### src/rtl/multi_pass_alu_pkg.sv
// Shared definitions for multi_pass_alu: op codes, flag bit indices,
// FSM states and the per-slice function selector.
// Optional DAA support is enabled by defining MULTI_PASS_ALU_DAA_EN.
package multi_pass_alu_pkg;

    localparam logic [3:0] OP_ADD = 4'd0;
    localparam logic [3:0] OP_ADC = 4'd1;
    localparam logic [3:0] OP_SUB = 4'd2;
    localparam logic [3:0] OP_SBC = 4'd3;
    localparam logic [3:0] OP_AND = 4'd4;
    localparam logic [3:0] OP_XOR = 4'd5;
    localparam logic [3:0] OP_OR  = 4'd6;
    localparam logic [3:0] OP_CP  = 4'd7;
    localparam logic [3:0] OP_DAA = 4'd8;

    localparam int FLAG_Z = 3;
    localparam int FLAG_N = 2;
    localparam int FLAG_H = 1;
    localparam int FLAG_C = 0;

    typedef enum logic [1:0] {
        ST_IDLE = 2'd0,
        ST_RUN  = 2'd1,
        ST_DONE = 2'd2
    } state_e;

    typedef enum logic [2:0] {
        FN_ADD = 3'd0,
        FN_SUB = 3'd1,
        FN_AND = 3'd2,
        FN_XOR = 3'd3,
        FN_OR  = 3'd4
    } fn_e;

    // Reserved ops pass A through and never touch the flags.
    function automatic logic is_reserved(input logic [3:0] op);
`ifdef MULTI_PASS_ALU_DAA_EN
        return op > OP_DAA;
`else
        return op > OP_CP;
`endif
    endfunction

    function automatic fn_e op_fn(input logic [3:0] op);
        fn_e fn;
        unique case (op)
            OP_ADD, OP_ADC:        fn = FN_ADD;
            OP_SUB, OP_SBC, OP_CP: fn = FN_SUB;
            OP_AND:                fn = FN_AND;
            OP_XOR:                fn = FN_XOR;
            OP_OR:                 fn = FN_OR;
            default:               fn = FN_ADD;
        endcase
        return fn;
    endfunction

endpackage

### src/rtl/multi_pass_alu_alu_slice.sv
// One W-bit ALU slice: add/sub with carry (borrow) in/out and bit-3
// half carry, plus AND/XOR/OR. Ports: i_Fn, i_A, i_B, i_Cin -> o_Y, o_Cout, o_Half.
module alu_slice
    import multi_pass_alu_pkg::*;
#(
    parameter int W = 8
) (
    input  fn_e          i_Fn,
    input  logic [W-1:0] i_A,
    input  logic [W-1:0] i_B,
    input  logic         i_Cin,
    output logic [W-1:0] o_Y,
    output logic         o_Cout,
    output logic         o_Half
);

    logic [W:0] full;
    logic [4:0] nib;

    always_comb begin
        full   = '0;
        nib    = '0;
        o_Y    = '0;
        o_Cout = 1'b0;
        o_Half = 1'b0;
        unique case (i_Fn)
            FN_ADD: begin
                full = {1'b0, i_A} + {1'b0, i_B} + {{W{1'b0}}, i_Cin};
                nib  = {1'b0, i_A[3:0]} + {1'b0, i_B[3:0]} + {4'b0, i_Cin};
                o_Y    = full[W-1:0];
                o_Cout = full[W];
                o_Half = nib[4];
            end
            FN_SUB: begin
                // Bit W / bit 4 of the wrapped difference is the borrow.
                full = {1'b0, i_A} - {1'b0, i_B} - {{W{1'b0}}, i_Cin};
                nib  = {1'b0, i_A[3:0]} - {1'b0, i_B[3:0]} - {4'b0, i_Cin};
                o_Y    = full[W-1:0];
                o_Cout = full[W];
                o_Half = nib[4];
            end
            FN_AND: o_Y = i_A & i_B;
            FN_XOR: o_Y = i_A ^ i_B;
            FN_OR:  o_Y = i_A | i_B;
            default: o_Y = '0;
        endcase
    end

endmodule

### src/rtl/multi_pass_alu.sv
// Multi-pass ALU: processes OP_W-bit operands one SLICE_W slice per
// enabled cycle through a single alu_slice, chaining carry between passes.
// Ports: i_Clk, i_Rst_n (async low), i_Enable, i_Start, i_Op, i_Len, i_A,
// i_B, i_Save_Flags, i_Flags_Write, i_Flags_Data -> o_Busy, o_Done,
// o_Result, o_Flags {Z,N,H,C}. Define MULTI_PASS_ALU_DAA_EN for op 8 (DAA).
module multi_pass_alu
    import multi_pass_alu_pkg::*;
#(
    parameter  int SLICE_W = 8,
    parameter  int LANES   = 2,
    localparam int OP_W    = SLICE_W * LANES,
    localparam int LEN_W   = $clog2(LANES + 1)
) (
    input  logic             i_Clk,
    input  logic             i_Rst_n,
    input  logic             i_Enable,
    input  logic             i_Start,
    input  logic [3:0]       i_Op,
    input  logic [LEN_W-1:0] i_Len,
    input  logic [OP_W-1:0]  i_A,
    input  logic [OP_W-1:0]  i_B,
    input  logic             i_Save_Flags,
    input  logic             i_Flags_Write,
    input  logic [3:0]       i_Flags_Data,
    output logic             o_Busy,
    output logic             o_Done,
    output logic [OP_W-1:0]  o_Result,
    output logic [3:0]       o_Flags
);

    state_e           state_q, state_d;
    logic [3:0]       op_q, op_d;
    logic [LEN_W-1:0] len_q, len_d;
    logic [LEN_W-1:0] pass_q, pass_d;
    logic [OP_W-1:0]  a_q, a_d;
    logic [OP_W-1:0]  b_q, b_d;
    logic             save_q, save_d;
    logic             carry_q, carry_d;
    logic             half_q, half_d;
    logic             zero_q, zero_d;
    logic [OP_W-1:0]  result_q, result_d;
    logic [3:0]       flags_q, flags_d;

    logic [LEN_W-1:0]   eff_len;
    int                 slice_lsb;
    fn_e                slice_fn;
    logic [SLICE_W-1:0] slice_a, slice_b, slice_y;
    logic               slice_cin, slice_cout, slice_half;
    logic [3:0]         done_flags;

`ifdef MULTI_PASS_ALU_DAA_EN
    localparam logic [SLICE_W-1:0] DAA_LIM = SLICE_W'(8'h99);
    localparam logic [SLICE_W-1:0] DAA_HI  = SLICE_W'(8'h60);
    localparam logic [SLICE_W-1:0] DAA_LO  = SLICE_W'(8'h06);

    // N/H/C snapshot at start steers the decimal correction.
    logic [2:0]         nhc_q, nhc_d;
    logic [SLICE_W-1:0] daa_corr;
    logic               daa_c;

    always_comb begin
        daa_corr = '0;
        daa_c    = nhc_q[FLAG_C];
        if (!nhc_q[FLAG_N]) begin
            if (nhc_q[FLAG_C] || a_q[SLICE_W-1:0] > DAA_LIM) begin
                daa_corr = daa_corr | DAA_HI;
                daa_c    = 1'b1;
            end
            if (nhc_q[FLAG_H] || a_q[3:0] > 4'd9) begin
                daa_corr = daa_corr | DAA_LO;
            end
        end else begin
            if (nhc_q[FLAG_C]) daa_corr = daa_corr | DAA_HI;
            if (nhc_q[FLAG_H]) daa_corr = daa_corr | DAA_LO;
        end
    end
`endif

    always_comb begin
        if (i_Len == '0) begin
            eff_len = LEN_W'(1);
        end else if (i_Len > LEN_W'(LANES)) begin
            eff_len = LEN_W'(LANES);
        end else begin
            eff_len = i_Len;
        end
    end

    assign slice_lsb = int'(pass_q) * SLICE_W;
    assign slice_a   = a_q[slice_lsb +: SLICE_W];

    always_comb begin
        slice_fn  = op_fn(op_q);
        slice_b   = b_q[slice_lsb +: SLICE_W];
        slice_cin = carry_q;
`ifdef MULTI_PASS_ALU_DAA_EN
        if (op_q == OP_DAA) begin
            slice_fn  = nhc_q[FLAG_N] ? FN_SUB : FN_ADD;
            slice_b   = daa_corr;
            slice_cin = 1'b0;
        end
`endif
    end

    alu_slice #(.W(SLICE_W)) u_slice (
        .i_Fn   (slice_fn),
        .i_A    (slice_a),
        .i_B    (slice_b),
        .i_Cin  (slice_cin),
        .o_Y    (slice_y),
        .o_Cout (slice_cout),
        .o_Half (slice_half)
    );

    always_comb begin
        done_flags         = '0;
        done_flags[FLAG_Z] = zero_q;
        unique case (op_q)
            OP_ADD, OP_ADC: begin
                done_flags[FLAG_H] = half_q;
                done_flags[FLAG_C] = carry_q;
            end
            OP_SUB, OP_SBC, OP_CP: begin
                done_flags[FLAG_N] = 1'b1;
                done_flags[FLAG_H] = half_q;
                done_flags[FLAG_C] = carry_q;
            end
            OP_AND: done_flags[FLAG_H] = 1'b1;
`ifdef MULTI_PASS_ALU_DAA_EN
            OP_DAA: begin
                done_flags[FLAG_N] = nhc_q[FLAG_N];
                done_flags[FLAG_C] = carry_q;
            end
`endif
            default: ;
        endcase
    end

    always_comb begin
        state_d  = state_q;
        op_d     = op_q;
        len_d    = len_q;
        pass_d   = pass_q;
        a_d      = a_q;
        b_d      = b_q;
        save_d   = save_q;
        carry_d  = carry_q;
        half_d   = half_q;
        zero_d   = zero_q;
        result_d = result_q;
        flags_d  = flags_q;
`ifdef MULTI_PASS_ALU_DAA_EN
        nhc_d    = nhc_q;
`endif
        if (i_Enable) begin
            unique case (state_q)
                ST_IDLE: begin
                    if (i_Start) begin
                        state_d  = ST_RUN;
                        op_d     = i_Op;
                        len_d    = eff_len;
                        pass_d   = '0;
                        a_d      = i_A;
                        b_d      = i_B;
                        save_d   = i_Save_Flags;
                        carry_d  = (i_Op == OP_ADC || i_Op == OP_SBC)
                                   && flags_q[FLAG_C];
                        half_d   = 1'b0;
                        zero_d   = 1'b1;
                        result_d = is_reserved(i_Op) ? i_A : '0;
`ifdef MULTI_PASS_ALU_DAA_EN
                        nhc_d    = flags_q[2:0];
                        if (i_Op == OP_DAA) len_d = LEN_W'(1);
`endif
                    end
                end
                ST_RUN: begin
                    if (!is_reserved(op_q)) begin
                        result_d[slice_lsb +: SLICE_W] =
                            (op_q == OP_CP) ? slice_a : slice_y;
                        zero_d  = zero_q & (slice_y == '0);
                        carry_d = slice_cout;
                        half_d  = slice_half;
`ifdef MULTI_PASS_ALU_DAA_EN
                        if (op_q == OP_DAA) carry_d = daa_c;
`endif
                    end
                    pass_d = pass_q + LEN_W'(1);
                    if (pass_d == len_q) state_d = ST_DONE;
                end
                ST_DONE: begin
                    state_d = ST_IDLE;
                    if (save_q && !is_reserved(op_q)) flags_d = done_flags;
                end
                default: state_d = ST_IDLE;
            endcase
            if (i_Flags_Write) flags_d = i_Flags_Data;
        end
    end

    always_ff @(posedge i_Clk or negedge i_Rst_n) begin
        if (!i_Rst_n) begin
            state_q  <= ST_IDLE;
            op_q     <= '0;
            len_q    <= '0;
            pass_q   <= '0;
            a_q      <= '0;
            b_q      <= '0;
            save_q   <= 1'b0;
            carry_q  <= 1'b0;
            half_q   <= 1'b0;
            zero_q   <= 1'b0;
            result_q <= '0;
            flags_q  <= '0;
`ifdef MULTI_PASS_ALU_DAA_EN
            nhc_q    <= '0;
`endif
        end else begin
            state_q  <= state_d;
            op_q     <= op_d;
            len_q    <= len_d;
            pass_q   <= pass_d;
            a_q      <= a_d;
            b_q      <= b_d;
            save_q   <= save_d;
            carry_q  <= carry_d;
            half_q   <= half_d;
            zero_q   <= zero_d;
            result_q <= result_d;
            flags_q  <= flags_d;
`ifdef MULTI_PASS_ALU_DAA_EN
            nhc_q    <= nhc_d;
`endif
        end
    end

    assign o_Busy   = (state_q != ST_IDLE);
    assign o_Done   = (state_q == ST_DONE);
    assign o_Result = result_q;
    assign o_Flags  = flags_q;

endmodule

### config.mk
export PLATFORM = sky130hd
export DESIGN_NAME = multi_pass_alu
export DESIGN_NICKNAME = d
export VERILOG_FILES = /design/src/rtl/multi_pass_alu_pkg.sv /design/src/rtl/multi_pass_alu_alu_slice.sv /design/src/rtl/multi_pass_alu.sv
export SDC_FILE = /design/constraint.sdc
export NUM_CORES = 1
export LEC_CHECK = 0
export ABC_AREA = 1
export BUFFER_PORTS_ARGS = -buffer_cell sky130_fd_sc_hd__clkbuf_2
export CAP_MARGIN = 20
export CORE_UTILIZATION = 52
export DETAILED_ROUTE_END_ITERATION = 10
export PLACE_DENSITY = 0.88
export SYNTH_ARGS = -nofsm -noshare
export SYNTH_HDL_FRONTEND = slang
export SYNTH_SLANG_ARGS = --single-unit
### constraint.sdc
create_clock -name i_Clk -period 2.9 [get_ports i_Clk]
set_input_delay 0.87 -clock i_Clk [delete_from_list [all_inputs] [get_ports i_Clk]]
set_output_delay 0.87 -clock i_Clk [all_outputs]
set_load 0.05 [all_outputs]
### After elaboration in Yosys (flattened, before gate mapping)

Memory sizes are Yosys's and may differ from the RTL's.
Index checks and enable logic that the tools add are counted.

| operators by class | value |
|---|---|
| shifts and indexed selects | 4 |
| bitwise gates (word level) | 4 |
| add/sub/neg operators | 10 |
| mux-type cells | 32 |
| equal/unequal tests | 17 |
| order comparisons | 3 |
| reduce and logical (&&, ||, !) cells | 20 |

Operator list:

| cell | number |
|---|---|
| 2-to-1 mux 16 bit | 3 |
| case mux 8 bit (5 select lines) | 1 |
| negator 5 -> 33 bit | 1 |
| variable shift 8 x 33 -> 16 bit, first input constant | 1 |
| indexed part select 8 x 33 -> 16 bit | 1 |
| case mux 16 bit (2 select lines) | 1 |
| indexed part select 16 x 6 -> 8 bit | 2 |
| bitwise mux 16 bit | 1 |
| equality test 4 x 2 -> 1 bit, second input constant | 3 |
| 2-to-1 mux 4 bit | 3 |
| case mux 1 bit (2 select lines) | 6 |
| AND reduction 3 bit | 4 |
| 2-to-1 mux 2 bit | 5 |
| adder 8 x 8 -> 9 bit | 1 |
| adder 9 x 1 -> 9 bit | 1 |
| subtractor 8 x 8 -> 9 bit | 1 |
| subtractor 9 x 1 -> 9 bit | 1 |
| AND 8 bit | 1 |
| equality test 4 x 1 -> 1 bit, second input constant | 2 |
| equality test 4 x 3 -> 1 bit, second input constant | 2 |
| > comparator 4 x 3 -> 1 bit, second input constant | 2 |
| logical NOT 8 bit | 1 |
| 2-to-1 mux 1 bit | 8 |
| 2-to-1 mux 8 bit | 1 |
| 28 further kinds | 37 |

| word-level totals | value |
|---|---|
| input port bits | 48 |
| word-level logic and storage cells | 103 |
| ROM bits | 24 |
| flip-flop bits (word level) | 66 |
| output and inout port bits | 22 |
| memories | 1 |

Memories:

| memory | words | bits a word | read ports | clocked after memory_dff | write ports | line | text |
|---|---|---|---|---|---|---|---|
| (no name shown) | 8 | 3 | 1 | 0 | 0 | multi_pass_alu_pkg.sv:46 | `unique case (op)` |

### Longest topological paths before layout

Gate-level depths: netlist of the first run.

| depth | value |
|---|---|
| depth after elaboration | 9 |
| gate-level depth with buffers | 24 |
| gate-level depth less buffers | 24 |

### By module

From an unflattened synthesis of the first run, not the netlist that was laid out.

| second synthesis, totals | value |
|---|---|
| cells, all modules | 728 |
| area, all modules | 4890.9 um^2 |

Modules (own cells, without submodules):

| module | seq. area each (um^2) | times used | cells each | area each (um^2) |
|---|---|---|---|---|
| multi_pass_alu | 1651.6 | 1 | 479 | 3467.1 |
| alu_slice | 0.0 | 1 | 249 | 1423.9 |

### Least setup slack after synthesis of the first run

OpenSTA, ideal clock, no wires.

| timing | value |
|---|---|
| path kind | register to register |
| start | register pass_q[0] |
| end | register zero_q |
| path buffers | 2 |
| library setup time | 0.065 ns |
| data required time | 2.835 ns |
| slack | -0.004 ns |
| clock period less this slack | 2.904 ns |
| stages on the path, launching flop included | 19 |
| data arrival time | 2.839 ns |
| path through | dfrtp_1 > buf_6 > buf_2 > nor2_1 > nor3_1 > inv_1 > ha_1 > ha_1 > nand2_1 > or2_2 > nand3_1 > nand2_1 > nand3_1 > nand2_1 > nor2_1 > nand3_1 > o21bai_1 > nand2_1 > nand2_1 |

| between the ends | value |
|---|---|
| word-level cells in the longest chain between the ends | 8 |
| elaborated cells between the ends (all ways) | 14 |
| those cells by class | add/sub: 4; shift: 2; mux: 3; bitwise: 4; reduce/logical: 1 |

Ends and longest elaborated chain:

| what | line | text |
|---|---|---|
| start, declared | multi_pass_alu.sv:34 | `logic [LEN_W-1:0] pass_q, pass_d;` |
| start signal, assigned | multi_pass_alu.sv:222 | `pass_q <= pass_d;` |
| indexed part select 16 x 6 -> 8 bit, on equally long branches | multi_pass_alu.sv:90, multi_pass_alu.sv:94 |  |
| subtractor 8 x 8 -> 9 bit or adder 8 x 8 -> 9 bit (tied branches) | multi_pass_alu_alu_slice.sv:36, multi_pass_alu_alu_slice.sv:28 |  |
| subtractor 9 x 1 -> 9 bit or adder 9 x 1 -> 9 bit (tied branches) | multi_pass_alu_alu_slice.sv:36, multi_pass_alu_alu_slice.sv:28 |  |
| case mux 8 bit (5 select lines) (*) | multi_pass_alu_alu_slice.sv:26 | `unique case (i_Fn)` |
| logical NOT 8 bit (*) | multi_pass_alu.sv:181 | `zero_d = zero_q & (slice_y == '0);` |
| AND 1 bit (*) | multi_pass_alu.sv:181 |  |
| 2-to-1 mux 1 bit (*) | multi_pass_alu.sv:178 | `if (!is_reserved(op_q)) begin` |
| case mux 1 bit (2 select lines) (*) | multi_pass_alu.sv:156 | `unique case (state_q)` |
| end signal, assigned | multi_pass_alu.sv:228 | `zero_q <= zero_d;` |
| end, declared | multi_pass_alu.sv:40 | `logic zero_q, zero_d;` |

Mark *: on every way between the ends. The rest lies on a longest branch, timed or not. The select of a mux whose other input is x is not followed.
A chain may end at the register's enable or synchronous reset.

### Final worst setup path of the first run

| timing | value |
|---|---|
| start | register pass_q[0] |
| end | register carry_q |

| between the ends | value |
|---|---|
| word-level cells in the longest chain between the ends | 6 |
| elaborated cells between the ends (all ways) | 9 |
| those cells by class | add/sub: 4; shift: 2; mux: 3 |

Ends and longest elaborated chain:

| what | line | text |
|---|---|---|
| indexed part select 16 x 6 -> 8 bit, on equally long branches | multi_pass_alu.sv:90, multi_pass_alu.sv:94 |  |
| subtractor 8 x 8 -> 9 bit or adder 8 x 8 -> 9 bit (tied branches) | multi_pass_alu_alu_slice.sv:36, multi_pass_alu_alu_slice.sv:28 |  |
| subtractor 9 x 1 -> 9 bit or adder 9 x 1 -> 9 bit (tied branches) | multi_pass_alu_alu_slice.sv:36, multi_pass_alu_alu_slice.sv:28 |  |
| case mux 1 bit (2 select lines) (*) | multi_pass_alu_alu_slice.sv:26 |  |
| 2-to-1 mux 1 bit (*) | multi_pass_alu.sv:178 |  |
| case mux 1 bit (2 select lines) (*) | multi_pass_alu.sv:156 |  |
| end signal, assigned | multi_pass_alu.sv:226 | `carry_q <= carry_d;` |
| end, declared | multi_pass_alu.sv:38 | `logic carry_q, carry_d;` |

Marked as above.

==> results of run 1 <==
==> tightest hold or removal path, delay by kind of cell, from the launching register on <==
family	cells	cell delay, ps
flops	1	360
simple gates	2	110
==> kinds of logic (layout without fill, tap and decap cells) <==
| group | count (synthesis) | after routing | synth area share, % |
|---|---|---|---|
| compound gates | 92 | 92 | 11.5 |
| simple gates | 362 | 362 | 33.6 |
| xor+xnor | 4 | 4 | 0.772 |
| flops | 66 | 66 | 36.4 |
| fa+ha+maj | 33 | 33 | 9.43 |
| buf+inv | 92 | 234 | 8.30 |
==> per-stage QoR <==
step / cells / hold slack [ps] / utilization, %
3_5_place_dp: 860 / 461 / 64.3
3_3_place_gp: 860 / 455 / 64.3
6_report: 896 / 498 / 76.1
4_1_cts: 888 / 478 / 70.0
5_1_grt: 896 / 520 / 76.1
2_1_floorplan: 649 / 437 / -
==> state kept, by name, indices dropped and copies added, names as in the netlist, 2 cells and up <==
register	count
pass_q	2
op_q	4
a_q	16
b_q	16
state_q	2
len_q	2
o_Flags	4
o_Result	16
==> worst min path at each step <==
stage               to  slack [ps]  depth (start not counted)
6_report        b_q[5]         500                          2
2_1_floorplan   zero_q         440                          2
5_1_grt         save_q         520                          2
3_3_place_gp   a_q[12]         450                          2
4_1_cts        a_q[10]         480                          2
3_5_place_dp   a_q[10]         460                          2
==> repair_timing <==
| action | 4_1_cts | 5_1_grt |
|---|---|---|
| gates resized for setup | 40 | 110 |
| buffers inserted | 12 | 11 |
| setup endpoints to repair | 17 | 17 |
| cloned | 0 | 0 |
| pin swaps | 28 | 58 |
==> synth_stat cells (5+ instances only) <==
master / count
a21oi_1: 44
nand4_1: 5
dfrtp_1: 66
nor2_1: 77
nand3_1: 36
a31oi_1: 5
buf_2: 7
inv_2: 10
o21ai_0: 20
clkbuf_1: 6
nor3_1: 17
ha_1: 31
inv_1: 65
nand2_1: 208
==> per-layer routing <==
metal  vias up  track usage (%)  wire length [µm]  share of wire (%)
met3       217             7.10              2490                 13
met4         0             19.8              1840                9.3
met1      2662             42.4              6690                 34
met5         -                0                 0                  0
li1       2356                -                 -                  -
met2       652             57.6              8820                 44
==> cell type report <==
type	instances	area, µm²	area share, %
timing repair buffer	143	966	15.2
inverter	75	287	4.52
clock inverter	6	90.1	1.42
tap	105	131	2.07
multi-input combinational	491	3090	48.7
sequential	66	1650	26.1
clock buffer	10	128	2.01
==> flow_summary.toml, run 1 <==
[status]
status = "finished with violations"
violations = "negative setup slack"

[synthesis]
synth_flop_cell = "dfrtp_1"
synthCells = 649
synth-edff-count = 0
async_flop_share_pct = 100
synth_warnings = 0
synth.cell_area_um2 = 4540
ys_types = 39
ys_seq_elements = 66
synth_nets = 730
yosysTopAreaCell = "dfrtp_1"
netlist.area_leader.share_pct = 36.4
syn_area_per_cell_um2 = 6.99
netlist_top_cells_area = "dfrtp_1, nand2_1, ha_1"
ys_seq_area_share_pct = 36.4

[drt]
wl_per_cell_um = 22.1
vias = 5887
drt_wl_total_um = 19800
final_antenna_net_count = 0
drt_first_pass_iters = 9
drt_iter0_markers = 919
vias_per_cell = 6.57
drc_errors = 0

[clocking]
cts_hold_buffers = 0
insertion_delay_ps = 370
cts_made_buffers = 9
cts_tree = "done"
htree_levels = 3
cts.sinks = 66
cts_root_buf = "clkbuf_8"
clk_path_buf_depth = 2
clk_pin_slew_ps = 90

[worst_setup_path]
critPathLaunch = "pass_q[0]"
slowest_delay_ps = 510
crit_family = "simple AND/OR/NAND/NOR gates"
cp.depth = 21
reg2reg_depth = 21
crit_slowest_cell = "dfrtp_2"
rrSetupSlack_ps = -470
crit_fanout = 7
worst-path-buf-inv = 5
worstPathCellList = "clkinv_4, buf_4, nor2_1, nor3_2, inv_2, buf_4, ha_1, inv_1, ha_4, nand2_1, nor3_2, nand2_4, nand3_2, nand2_2, nand2_2, a21oi_2, nand2_1, nand2_1, o21ai_2, nand3_1, nand2_1"
reg2reg_to = "carry_q"
end_kind = "flop"
worstSetupEndpoint = "carry_q"
arrival_ps = 3680
path_class = "reg2reg"
reg2reg_from = "pass_q[0]"
cpMostUsedCell = "nand2_1"
startpoint_type = "flop"
required_ps = 3210

[layout]
diodes = 0
fillCellCount = 500
post-route-cell-area_um2 = 6340
mostFrequentLayoutCell = "nand2_1"
area_growth_syn_to_layout_pct = 39.7
drive_above_1_share_pct = 37.7
nets = 867
final_cell_mix = "nand2_1, clkbuf_2, nor2_1"

[timing]
max_freq_ghz = 0.297
rsz0062_at_grt = "yes"
period_share_pct = 116
finClkSkew_ps = 13.2
min_period_ps = 3370
slew_violations = 0
tightestPinTransition_ps = 791
hold_viol_final = 0
setup_tns_ps = -3150
layout_setup_ws_ps = -468
slew_headroom_pct = 47.1
setup_viol = 16

[floorplanning]
coreArea_um2 = 8340
rows = 33
dieHeight_um = 95.4
die_w_um = 95.4
ios = 70
die_area_um2 = 9110
initial_core_util_pct = 54.4

[place]
portBuffers = 68
place_ws_ps = -392
place_area_um2 = 5360
place_congestion = 0.952
dpl.hpwl_um = 10000

[min_path]
min_from = "b_q[5]"
worst_hold_path_type = "reg2reg"

[global_route]
grt_max_degree = 43
track_usage_pct = 34.9
grt_pass1_wl_um = 24100
gr-total-overflow = 0
grt_pass1_vias = 5139
antenna_found_initial = 0

[run]
cap_violations = 0
Power of run 1 is not shown: default switching activity piles up to over one toggle a cycle in this logic, so the estimate is an artifact.
==> inputs of run 2 (changes only) <==
- CORE_UTILIZATION: 52 -> 50
- PLACE_DENSITY: 0.88 -> 0.83
- clock period: 2.9 -> 4.1 ns (I/O delays scaled with it)
==> run 2 against run 1 <==
The run now ends clean; via count shrank 24%; critical endpoint unchanged; worst hold slack lost 21 ps; first-iteration DRC count shrank 67%; global-route usage shrank 8.1 points; non-clock buffer count shrank 69; clock-buffer cell count shrank 1; fmax shrank 7.4%; register-to-register slack gained 930 ps; final cell count shrank 7.5%; highest routed layer unchanged; clock skew shrank 1.7 ps; cell area shrank 18%; sequential share of layout area grew 5.8 points.
==> flow_summary.toml, run 2 (synthesized netlist as in run 1, its figures left out) <==
[drt]
drt_first_pass_iters = 5
vias = 4462
vias_per_cell = 5.38
final_antenna_net_count = 0
wl_per_cell_um = 14.7
drt_iter0_markers = 301
drt_wl_total_um = 12200
drc_errors = 0

[place]
place_congestion = 0.977
dpl.hpwl_um = 9460
portBuffers = 68

[worst_setup_path]
cpMostUsedCell = "nand2_1"
required_ps = 4390
reg2reg_from = "pass_q[0]"
crit_fanout = 15
arrival_ps = 3930
crit_slowest_cell = "dfrtp_1"
crit_family = "simple AND/OR/NAND/NOR gates"
worstPathCellList = "buf_4, nor2_1, nor3_1, ha_1, inv_1, ha_1, a21oi_1, or2_2, nand3_1, nand2_1, nand2_1, a21oi_1, nor2_1, o21ai_0, nand3_1, nand2_1"
slowest_delay_ps = 540
path_class = "reg2reg"
worst-path-buf-inv = 2
reg2reg_depth = 16
startpoint_type = "flop"
rrSetupSlack_ps = 460
reg2reg_to = "carry_q"
end_kind = "flop"

[min_path]
hold_path_depth = 2
min_from = "b_q[6]"
hold-path-endpoint = "b_q[6]"
worst_hold_path_type = "reg2reg"

[clocking]
cts_hold_buffers = 0
cts.sinks = 66
cts_made_buffers = 9
insertion_delay_ps = 350
cts_resized = 0
cts_tree = "done"
cts_root_buf = "clkbuf_8"
clk_pin_slew_ps = 80
htree_levels = 3
cts_setup_buffers = 0
clk_path_buf_depth = 2

[layout]
fillCellCount = 822
area.sequential_um2 = 1650
area_growth_syn_to_layout_pct = 14.1
drive_above_1_share_pct = 16.6
mostFrequentLayoutCell = "nand2_1"
diodes = 0
nets = 798
multi_input_area_um2 = 2510
final_cell_mix = "nand2_1, nor2_1, clkbuf_2"

[floorplanning]
coreArea_um2 = 8760
dieHeight_um = 97.3
die_area_um2 = 9460
die_w_um = 97.3
initial_core_util_pct = 51.8
ios = 70
rows = 34

[timing]
setup_viol = 0
tightestPinTransition_ps = 927
rsz0062_at_grt = "no"
setup_tns_ps = 0
period_share_pct = 88.8
slew_violations = 0
hold_viol_final = 0
finClkSkew_ps = 11.5
max_freq_ghz = 0.275
min_period_ps = 3640
slew_headroom_pct = 37.7

[global_route]
antenna_found_initial = 0
globalRouteMet2Util_pct = 44.4
grtUsageMet3_pct = 4.03
met1_usage_pct = 35.3
grt_pass1_vias = 4231
grt_pass1_wl_um = 20200
grt.busiest_layer = "met2"
grt_max_degree = 44
gr-total-overflow = 0
track_usage_pct = 26.8

[status]
status = "complete, no violations"

[run]
cap_violations = 0
-- run 2: cell types whose count changed in the layout (fill, tap and decap cells not counted), sizes merged --
cell and change:
clkinvlp +1, buf -69, clkbuf -1, clkinv -1
-- run 2: area by class of cell --
class / count / area share, %
Clock inverter: 6 / 1.79
Sequential cell: 66 / 31.9
Clock buffer: 9 / 2.39
Tap cell: 108 / 2.61
Inverter: 75 / 5.43
Multi-Input combinational cell: 491 / 48.5
Timing Repair Buffer: 74 / 7.44
-- run 2: routing by layer --
| layer | wire length (µm) | vias up |
|---|---|---|
| met5 | 0 | - |
| met4 | 334 | 0 |
| met3 | 657 | 27 |
| met2 | 5740 | 161 |
| met1 | 5460 | 2065 |
| li1 | - | 2209 |
-- run 2: how the worst max path moves through the flow --
stage                          to  depth (start not counted)       from  slack, ps
after floorplan            zero_q                         18  pass_q[0]       1200
after global placement     zero_q                         23  pass_q[0]        650
after detailed placement  carry_q                         17  pass_q[0]        540
after CTS                 carry_q                         17  pass_q[0]        490
after global routing      carry_q                         17  pass_q[0]        140
final                     carry_q                         16  pass_q[0]        460
-- run 2: per-stage QoR --
stage               worst slack, ps  hold slack [ps]  cells  cell area [µm²]  util (%)
finish                          461              477    829             5180      59.1
global route                    143              494    829             5180      59.1
CTS                             494              478    829             5180      59.1
floorplan                      1200              437    649             4540         -
detailed placement              540              459    814             4960      56.7
global placement                645              454    814             4960      56.7
-- run 2: worst min-delay path: cells and delay by family, from the launching register on --
kind,cells,cell delay [ps]
flops,1,350
simple gates,2,100
Power of run 2 is left out for the same reason.
==> inputs of run 3 (changes only) <==
- CORE_UTILIZATION: 50 -> 51
- PLACE_DENSITY: 0.83 -> 0.84
==> run 3 against run 2 <==
Cell area rose by 0.43%; highest routed layer unchanged; via count up 0.45%; core utilization up 0.84 points; setup slack better by 6.5 ps.
==> flow_summary.toml, run 3 (synthesized netlist as in run 1, its figures left out) <==
[drt]
wl_per_cell_um = 14.6
vias = 4482
drt_wl_total_um = 12100
drc_errors = 0
drt_first_pass_iters = 5
vias_per_cell = 5.41
drt_iter0_markers = 339
final_antenna_net_count = 0

[timing]
rsz0062_at_grt = "no"
setup_tns_ps = 0
min_period_ps = 3630
tightestPinTransition_ps = 807
finClkSkew_ps = 11.6
max_freq_ghz = 0.275
hold_viol_final = 0
slew_violations = 0
setup_viol = 0
period_share_pct = 88.6
slew_headroom_pct = 45.7
whs_ps = 480

[clocking]
clk_path_buf_depth = 2
cts_setup_buffers = 0
clk_pin_slew_ps = 80
cts_tree = "done"
insertion_delay_ps = 350
cts_root_buf = "clkbuf_8"
cts.sinks = 66
cts_made_buffers = 9
cts_resized = 0
cts_hold_buffers = 0
htree_levels = 3

[layout]
fillCellCount = 811
final_cell_mix = "nand2_1, nor2_1, clkbuf_2"
nets = 798
mostFrequentLayoutCell = "nand2_1"
area_growth_syn_to_layout_pct = 14.6
drive_above_1_share_pct = 16.6
diodes = 0
post-route-cell-area_um2 = 5200
utilization_pct = 60.0

[worst_setup_path]
required_ps = 4380
startpoint_type = "flop"
end_kind = "flop"
arrival_ps = 3910
crit_fanout = 13
path_class = "reg2reg"

[floorplanning]
die_w_um = 96.3
coreArea_um2 = 8680
rows = 34
die_area_um2 = 9280
ios = 70
dieHeight_um = 96.3
initial_core_util_pct = 52.3

[global_route]
grt_max_degree = 44
met1_usage_pct = 37.6
grt_pass1_wl_um = 19100
antenna_found_initial = 0
gr-total-overflow = 0
grt_pass1_vias = 3968
track_usage_pct = 27.2
grtUsageMet3_pct = 4.58
grt.busiest_layer = "met2"
globalRouteMet2Util_pct = 43.6

[place]
dpl.hpwl_um = 9350
place_congestion = 0.920
portBuffers = 68
place_area_um2 = 4960

[status]
status = "complete, no violations"

[run]
cap_violations = 0

[min_path]
worst_hold_path_type = "reg2reg"
[run 3: cell types whose count changed in the layout (fill, tap and decap cells not counted)]
cell / previous run / this run
bufinv_16: 2 / 3
clkinvlp_4: 2 / 1
clkinv_4: 2 / 1
inv_6: 0 / 1
[run 3: worst max-delay path: stages, from the launching register on]
cell and delay [ps]:
dfrtp_1 590, buf_4 280, nor2_1 70, nor3_1 270, inv_1 130, ha_1 360, inv_1 130, ha_1 360
a21oi_1 250, or2_2 170, nand3_1 60, nand2_1 80, nand2_1 90, a21oi_1 170, nor2_1 50, o21ai_0 310
nand3_1 110, nand2_1 80
[run 3: through the flow]
step | instances | setup slack (ps)
5_1_grt | 829 | 77.1
3_5_place_dp | 814 | 555
3_3_place_gp | 814 | 617
2_1_floorplan | 649 | 1200
4_1_cts | 829 | 504
6_report | 829 | 467
[run 3: routing by layer]
metal,vias to the layer above,part of all wire (%)
li1,2201,-
met1,2125,46
met2,139,47
met3,17,5.1
met4,0,1.7
met5,-,0
[run 3: area by class of cell]
class / instances / area, µm² / share of cell area, %
multi-input cells: 491 / 2510 / 48.3
flip-flops and latches: 66 / 1650 / 31.7
inverters: 75 / 282 / 5.41
clock buffers: 9 / 124 / 2.38
clock inverters: 6 / 115 / 2.21
repair buffers: 74 / 385 / 7.41
well taps: 108 / 135 / 2.60
[run 3: final timing paths]
check	slack, ps	cells after the start	end	startpoint
min in group asynchronous	720	1	o_Flags[2]	i_Rst_n
worst max-delay path	470	17	carry_q	pass_q[0]
max in group asynchronous	2620	2	b_q[3]	i_Rst_n
worst max register to register	470	17	carry_q	pass_q[0]
worst min register to register	480	2	a_q[11]	a_q[11]
worst min-delay path	480	2	a_q[11]	a_q[11]
Power of run 3 is left out for the same reason.
